[src/rtl/hazard_scoreboard.sv]
// Per-register countdown scoreboard that interlocks ID-stage consumers against in-flight producers.
// Latency: stall is combinational from ID inputs and current counters; busy/stall_cycles follow the registered table.
// Backpressure: stall holds PC/IF-ID and bubbles ID/EX; a stalled or flushed instruction never writes the table.
//
// Ports:
//   clk, rst_n            - rising-edge clock, asynchronous active-low reset
//   id_valid, id_flush    - ID holds a real instruction / squash it this cycle
//   id_rs, id_rt          - source indices, qualified by id_use_rs / id_use_rt
//   id_branch             - consumer compares in ID (needs distance-0 operand when BR_IN_ID)
//   id_wr_en, id_wreg     - destination write enable / index
//   id_lat                - cycles until the produced value is forwardable (clamped to MAX_LAT)
//   stall                 - hold request for the ID instruction
//   busy                  - bit i set while register i still has a pending count
//   stall_cycles          - saturating count of stalled cycles
module hazard_scoreboard #(
    parameter int NREG     = 32,
    parameter int AW       = 5,
    parameter int MAX_LAT  = 3,
    parameter int LW       = 2,
    parameter int BR_IN_ID = 1
) (
    input  logic            clk,
    input  logic            rst_n,
    input  logic            id_valid,
    input  logic [AW-1:0]   id_rs,
    input  logic [AW-1:0]   id_rt,
    input  logic            id_use_rs,
    input  logic            id_use_rt,
    input  logic            id_branch,
    input  logic            id_wr_en,
    input  logic [AW-1:0]   id_wreg,
    input  logic [LW-1:0]   id_lat,
    input  logic            id_flush,
    output logic            stall,
    output logic [NREG-1:0] busy,
    output logic [31:0]     stall_cycles
);

    localparam logic [LW-1:0] MAX_LAT_C = LW'(MAX_LAT);

    logic [LW-1:0] cnt_q [NREG];
    logic [LW-1:0] cnt_d [NREG];
    logic [31:0]   stall_cycles_q;
    logic [31:0]   stall_cycles_d;

    logic [LW-1:0] thr;
    logic [LW-1:0] lat_eff;
    logic          hz_rs;
    logic          hz_rt;
    logic          issue;

    // Branches resolving in ID cannot take the EX->EX bypass, so they need
    // the count fully drained; everything else tolerates one outstanding cycle.
    always_comb begin
        thr = LW'(1);
        if ((BR_IN_ID != 0) && id_branch) begin
            thr = '0;
        end
    end

    always_comb begin
        lat_eff = id_lat;
        if (id_lat > MAX_LAT_C) begin
            lat_eff = MAX_LAT_C;
        end
    end

    // Hazards look at the old counts, so an instruction that both reads and
    // writes the same register is judged against the earlier producer.
    always_comb begin
        hz_rs = id_use_rs && (id_rs != '0) && (cnt_q[id_rs] > thr);
        hz_rt = id_use_rt && (id_rt != '0) && (cnt_q[id_rt] > thr);
        stall = id_valid && !id_flush && (hz_rs || hz_rt);
        issue = id_valid && !id_flush && !stall;
    end

    always_comb begin
        cnt_d[0] = '0;
        for (int i = 1; i < NREG; i++) begin
            if (issue && id_wr_en && (id_wreg == AW'(i))) begin
                // Newest producer owns the register regardless of the old count.
                cnt_d[i] = lat_eff;
            end else if (cnt_q[i] != '0) begin
                cnt_d[i] = cnt_q[i] - LW'(1);
            end else begin
                cnt_d[i] = '0;
            end
        end
    end

    always_comb begin
        stall_cycles_d = stall_cycles_q;
        if (stall && (stall_cycles_q != '1)) begin
            stall_cycles_d = stall_cycles_q + 32'd1;
        end
    end

    always_ff @(posedge clk or negedge rst_n) begin
        if (!rst_n) begin
            for (int i = 0; i < NREG; i++) begin
                cnt_q[i] <= '0;
            end
            stall_cycles_q <= '0;
        end else begin
            for (int i = 0; i < NREG; i++) begin
                cnt_q[i] <= cnt_d[i];
            end
            stall_cycles_q <= stall_cycles_d;
        end
    end

    always_comb begin
        busy[0] = 1'b0;
        for (int i = 1; i < NREG; i++) begin
            busy[i] = (cnt_q[i] != '0);
        end
    end

    assign stall_cycles = stall_cycles_q;

endmodule

[config.mk]
export PLATFORM = sky130hd
export DESIGN_NAME = hazard_scoreboard
export DESIGN_NICKNAME = d
export VERILOG_FILES = /design/src/rtl/hazard_scoreboard.sv
export SDC_FILE = /design/constraint.sdc
export NUM_CORES = 1
export LEC_CHECK = 0
export BUFFER_PORTS_ARGS = -buffer_cell sky130_fd_sc_hd__buf_2
export CAP_MARGIN = 0
export CORE_UTILIZATION = 50
export CTS_CLUSTER_SIZE = 28
export DETAILED_ROUTE_END_ITERATION = 8
export PLACE_DENSITY = 0.83
export SYNTH_ARGS = -nofsm -noshare
export SYNTH_HDL_FRONTEND = slang
export SYNTH_SLANG_ARGS = --single-unit
[constraint.sdc]
create_clock -name clk -period 4.55 [get_ports clk]
set_input_delay 0.2275 -clock clk [delete_from_list [all_inputs] [get_ports clk]]
set_output_delay 0.2275 -clock clk [all_outputs]
set_load 0.05 [all_outputs]
==> out/metrics.csv, run 1 <==
metric,value,unit
Post-CTS Resized,0,
Switching Fraction,0.2830,
Synthesis Warnings,0,
largest net degree at the start of global routing,59,
vias per std cell,6.229,
Int Pwr,1.382,mW
final period utilization,0.9056,
Finished Cell Area,6690,sq um
asr flop ratio synth,1.000,
Post-Synthesis Cells,550,
CTS HTree Levels,3,
worst reg2reg startpoint,cnt_q[24]$_DFF_PN0_,
"Hold Violations, Final",0,
clk slew on worst S/H paths,0.06,ns
Clock Power Share,0.399,
share of post-route cells with drive strength above 1,0.3243,
Syn Nets,578,
crit-path max FO,42,
worst vdd ir,0.0002938,V
sequential cell area fraction in the yosys report,0.4011,
combinational power share,0.141,
final wirelength,15.16,mm
average routed wire per standard cell,19.64,um
Worst-Margin Slew,1.092,ns
initial core utilization,0.5136,
root buf cell,clkbuf_16,
"commonest cells after routing, fill and taps aside","dfrtp_1, buf_2, nand2_1",
CORE AREA,11420,sq um
Final #Nets,652,
FF-to-FF End,cnt_q[34]$_DFF_PN0_,
sequential power share,0.459,
Leakage Power,3.366,nW
reg2reg setup slack,0.59,ns
Post-synth EDFFs,0,
antenna violations before repair,0,
critical-path cell list,mux4_2 > mux4_2 > mux2i_1 > ha_1 > nor2_1 > a2111oi_0 > or4_1 > and3_1 > buf_4 > nor2_1 > buf_2,
pwr dens,288.2,nW/um^2
Min Hold Slack,0.1413,ns
worst-case reg-to-reg path depth,10,
Max clock buf depth,2,
DPL Wire Length,10.64,mm
row cnt,39,
Sink Count,94,
hold crit path type,primary input to register,
grt ovf,0,
RSZ-0062 raised after global routing,false,
All-Layer GR Usage,0.2632,
IO Port Bufs,88,
CP peak stage delay,0.57,ns
CP required,4.32,ns
Slew HR,0.2710,
via total after detailed routing,4809,
DR DRC count,0,
final setup fails,0,
Final Skew,0.005423,ns
Mapped Area,5864,sq um
CP max-delay cell,or4_1,
max-cap violations,0,
syn_area_per_cell,10.66,sq um
Post-DP Area,6377,sq um
Area Growth Syn to Fin,14.08,%
prevailing post-synth register cell,dfrtp_1,
I/O pin total,90,
worst hold start,id_lat[1],
Die X,110.3,um
Routability Congestion,0.9238,
synthesis-stage register bit count,94,
post-CTS setup buffers,0,
"commonest non-fill, non-tap cell in the layout",dfrtp_1,
Critical Path Sink Type,primary output,
Net Sw Power,0.5455,mW
die extent in y,110.3,um
crit path launch type,register,
launch point of the critical path,cnt_q[24]$_DFF_PN0_,
minimum clock period,4.120,ns
max-slew violation count,0,
setup TNS,0,ns
DRT iter0 DRCs,486,
critical path class,register to primary output,
CTS tree,done,
Worst EP arrival,3.89,ns
global-route wire length before repair,24.12,mm
outcome,"complete, no violations",
vias in the first global route,4753,
Fmax achieved,242.7,MHz
CTS Buf Count,9,
die outline area,12170,sq um
CP Capture Point,stall,
DR pass1 iterations,5,
Final ANT Viol Nets,0,
Clock Latency Late Sink,0.35,ns
fin util,0.5859,
cts hold-fix bufs,1,
Diodes inserted,0,
synth unique cells,51,
==> flip-flops by register name, summed over array words and instances (netlist names) <==
register and flops:
cnt_q 62, stall_cycles 32
==> kinds of logic after synthesis <==
group,synth area share
AOI/OAI and AO/OA,0.01856
xor gates and xnor gates,0.04630
adders and majority gates,0.006401
buffers and inverters,0.02816
DFF,0.4011
muxes,0.2458
other,0.0006395
and+or+nand+nor,0.2530
==> critical path, delay by kind of cell, from the launching register on <==
family,cells,cell delay [ns]
adder cells (fa/ha/maj),1,0.25
AO/OA/AOI/OAI,1,0.09
buffers and inverters,2,0.53
flip-flops,1,0.44
AND/OR/NAND/NOR,4,1.09
multiplexers,3,1.14
==> cells in the mapped netlist, types with 10 or more instances <==
cell,count,area share
nor2_1,17,0.011
nand2_1,55,0.035
nor3_1,26,0.022
or2_2,32,0.034
clkbuf_1,20,0.013
mux4_2,29,0.11
mux2i_1,39,0.067
dfrtp_1,94,0.40
nor2b_1,40,0.043
xor2_1,27,0.040
mux2_2,33,0.063
nand3_1,23,0.020
nand4_1,10,0.011
nor4_1,21,0.022
==> layout make-up <==
type,count,area [sq um]
multi-input cells,419,3347
flip-flops and latches,94,2352
repair buffers,93,483.0
fillers,985,4728
clock inverters,3,42.54
inverters,7,26.28
well taps,143,178.9
clock buffers,13,260.3
==> per-layer routing <==
layer | up-vias | share of wire | track usage | routed length (um)
met5 | - | 0 | 0 | 0
met4 | 0 | 0.025 | 0.1137 | 386
met3 | 38 | 0.087 | 0.07407 | 1314
met2 | 267 | 0.49 | 0.4330 | 7429
met1 | 2370 | 0.40 | 0.3234 | 6029
li1 | 2134 | - | - | -
==> stage by stage <==
step / std cells / worst slack, ns / power [mW]
global placement: 755 / 0.4899 / 1.163
global route: 772 / 0.2420 / 1.997
floorplan: 550 / 0.2330 / 1.081
CTS: 772 / 0.4150 / 1.945
detailed placement: 755 / 0.3120 / 1.170
finish: 772 / 0.4297 / 1.928
==> worst min-delay path by stage <==
| stage | end | cells past startpoint |
|---|---|---|
| floorplan | cnt_q[0]$_DFF_PN0_ | 0 |
| global placement | cnt_q[43]$_DFF_PN0_ | 1 |
| detailed placement | cnt_q[43]$_DFF_PN0_ | 1 |
| CTS | cnt_q[55]$_DFF_PN0_ | 3 |
| global route | cnt_q[55]$_DFF_PN0_ | 3 |
| finish | cnt_q[55]$_DFF_PN0_ | 3 |
==> power by group through the flow <==
stage,Clock [mW],Sequential (mW),Combinational (mW)
final,0.770,0.886,0.272
after global routing,0.818,0.888,0.290
after CTS,0.789,0.885,0.271
after detailed placement,0,0.899,0.270
after global placement,0,0.899,0.265
after floorplan,0,0.957,0.124
Power figures use the tool's default switching activity.
==> run 2: changes to the inputs <==
--- a/config.mk
+++ b/config.mk
@@ -7,10 +7,12 @@
 export LEC_CHECK = 0
 export BUFFER_PORTS_ARGS = -buffer_cell sky130_fd_sc_hd__buf_2
 export CAP_MARGIN = 0
+export CORE_ASPECT_RATIO = 0.6
 export CORE_UTILIZATION = 50
 export CTS_CLUSTER_SIZE = 28
 export DETAILED_ROUTE_END_ITERATION = 8
 export PLACE_DENSITY = 0.83
+export REMOVE_ABC_BUFFERS = 1
 export SYNTH_ARGS = -nofsm -noshare
 export SYNTH_HDL_FRONTEND = slang
 export SYNTH_SLANG_ARGS = --single-unit
==> run 2 against run 1 <==
Clock skew up 0.0045 ns. Setup slack worse by 0.060 ns. First-iteration DRC count rose by 17%. Sequential power barely moved. Critical path type unchanged. Largest cell class unchanged.
==> out/metrics.csv, run 2 (synthesis results as in run 1) <==
metric,value,unit,change
crit-path max FO,23,,-45%
Sink Count,94,,unchanged
row cnt,30,,-23%
final wirelength,16.78,mm,+11%
Top reg by flops,cnt_q,,
antenna violations before repair,0,,unchanged
via total after detailed routing,4912,,+2.1%
crit path launch type,register,,
Clock Latency Late Sink,0.35,ns,about the same
grt ovf,0,,unchanged
max-cap violations,0,,unchanged
share of post-route cells with drive strength above 1,0.3307,,+0.006372
die extent in y,85.89,um,-22%
Min Hold Slack,0.1373,ns,-0.004079 ns
CTS HTree Levels,3,,unchanged
average routed wire per standard cell,21.19,um,+7.9%
vias in the first global route,4733,,-0.42%
# fillers,956,,-2.9%
Area Growth Syn to Fin,14.47,%,
CTS tree,done,,
"commonest non-fill, non-tap cell in the layout",dfrtp_1,,
critical path class,register to primary output,,
Post-CTS Resized,0,,unchanged
Finished Cell Area,6713,sq um,+0.34%
Slew HR,0.2439,,-0.02704
Final Skew,0.009968,ns,+0.004546 ns
final period utilization,0.9187,,+0.01312
clk slew on worst S/H paths,0.07,ns,about the same
Critical Path Sink Type,primary output,,
Worst-Margin Slew,1.133,ns,+0.04052 ns
minimum clock period,4.180,ns,+0.05970 ns
Leakage Power,3.371,nW,+0.14%
Worst EP arrival,3.95,ns,+0.06 ns
"Hold Violations, Final",0,,unchanged
DR pass1 iterations,5,,unchanged
RSZ-0062 raised after global routing,false,,
global-route wire length before repair,25.96,mm,+7.6%
hold crit path type,primary input to register,,
CP required,4.32,ns,about the same
CORE AREA,11370,sq um,-0.39%
initial core utilization,0.5156,,+0.002034
Fmax achieved,239.2,MHz,-1.4%
final setup fails,0,,unchanged
All-Layer GR Usage,0.2867,,+0.02344
largest net degree at the start of global routing,61,,+3.4%
I/O pin total,90,,unchanged
Routability Congestion,0.9550,,+3.4%
DR DRC count,0,,unchanged
"commonest cells after routing, fill and taps aside","dfrtp_1, buf_2, nand2_1",,
Die X,141.8,um,+29%
DRT iter0 DRCs,568,,+17%
Final ANT Viol Nets,0,,unchanged
outcome,"complete, no violations",,
Final Power,1.896,mW,-1.7%
worst vdd ir,0.0001883,V,-36%
root buf cell,clkbuf_16,,
setup TNS,0,ns,unchanged
max reg flops,62,,unchanged
Post-DP Area,6421,sq um,+0.69%
post-CTS setup buffers,0,,unchanged
pwr dens,282.4,nW/um^2,-2.0%
die outline area,12180,sq um,+0.12%
max-slew violation count,0,,unchanged
IO Port Bufs,88,,unchanged
fin util,0.5902,,+0.004301
DPL Wire Length,11.98,mm,+13%
Final #Nets,655,,+0.46%
CTS Buf Count,9,,unchanged
vias per std cell,6.202,,-0.44%
Max clock buf depth,2,,unchanged
Diodes inserted,0,,unchanged
==> run 2: cell count changes in the layout (fill, tap and decap cells not counted) <==
| cell | previous run | this run |
|---|---|---|
| clkbuf_1 | 2 | 0 |
| clkinv_4 | 0 | 2 |
| buf_4 | 5 | 8 |
| inv_6 | 0 | 3 |
| bufinv_16 | 1 | 0 |
| clkbuf_8 | 2 | 0 |
==> run 2: per-stage QoR <==
stage | setup WS, ns | cells
final | 0.3700 | 792
after global routing | 0.2339 | 792
after CTS | 0.4079 | 792
after detailed placement | 0.3105 | 775
after global placement | 0.5415 | 775
after floorplan | 0.6124 | 520
==> run 2: what timing repair did <==
| item | CTS | global route |
|---|---|---|
| hold buffers | 1 | 0 |
| endpoints found under the setup margin | 0 | 0 |
| endpoints found under the hold margin | 34 | 0 |
==> run 2: final cells by class <==
class	instances	area (sq um)	share of cell area
multi-input combinational	419	3347	0.4986
inverter	7	26.28	0.003914
sequential	94	2352	0.3504
timing repair buffer	96	505.5	0.07530
tap	160	200.2	0.02982
clock inverter	7	56.30	0.008388
clock buffer	9	225.2	0.03355
==> run 2: worst paths after layout <==
kind | start | to | slack, ns | cells after the start
setup / recovery | cnt_q[2]$_DFF_PN0_ | stall | 0.37 | 11
hold / removal | id_lat[1] | cnt_q[55]$_DFF_PN0_ | 0.14 | 3
setup reg to reg | cnt_q[2]$_DFF_PN0_ | cnt_q[8]$_DFF_PN0_ | 0.55 | 11
hold reg to reg | stall_cycles[26]$_DFFE_PN0P_ | stall_cycles[26]$_DFFE_PN0P_ | 0.48 | 1
max in group asynchronous | rst_n | cnt_q[34]$_DFF_PN0_ | 3.03 | 3
min in group asynchronous | rst_n | cnt_q[20]$_DFF_PN0_ | 0.38 | 2
==> run 2: critical path: stages (launching register included) <==
cell	delay, ns
dfrtp_1	0.46
mux4_2	0.49
mux4_2	0.47
mux2i_1	0.15
ha_1	0.26
nor2_1	0.17
a2111oi_0	0.09
or4_1	0.57
and3_1	0.28
buf_4	0.25
nor2_1	0.12
buf_2	0.27
==> run 2: layer usage <==
layer / vias to the layer above / wire length [um] / GRT usage
li1: 2145 / - / -
met3: 37 / 1698 / 0.09157
met4: 0 / 273 / 0.08309
met5: - / 0 / 0
met2: 269 / 7191 / 0.4075
met1: 2461 / 7619 / 0.4188
==> run 2: power breakdown <==
| group | switching (mW) | total [mW] | internal (mW) |
|---|---|---|---|
| Clock | 0.354 | 0.732 | 0.378 |
| Sequential | 0.0283 | 0.883 | 0.855 |
| Combinational | 0.206 | 0.281 | 0.0752 |
| Total | 0.588 | 1.90 | 1.31 |
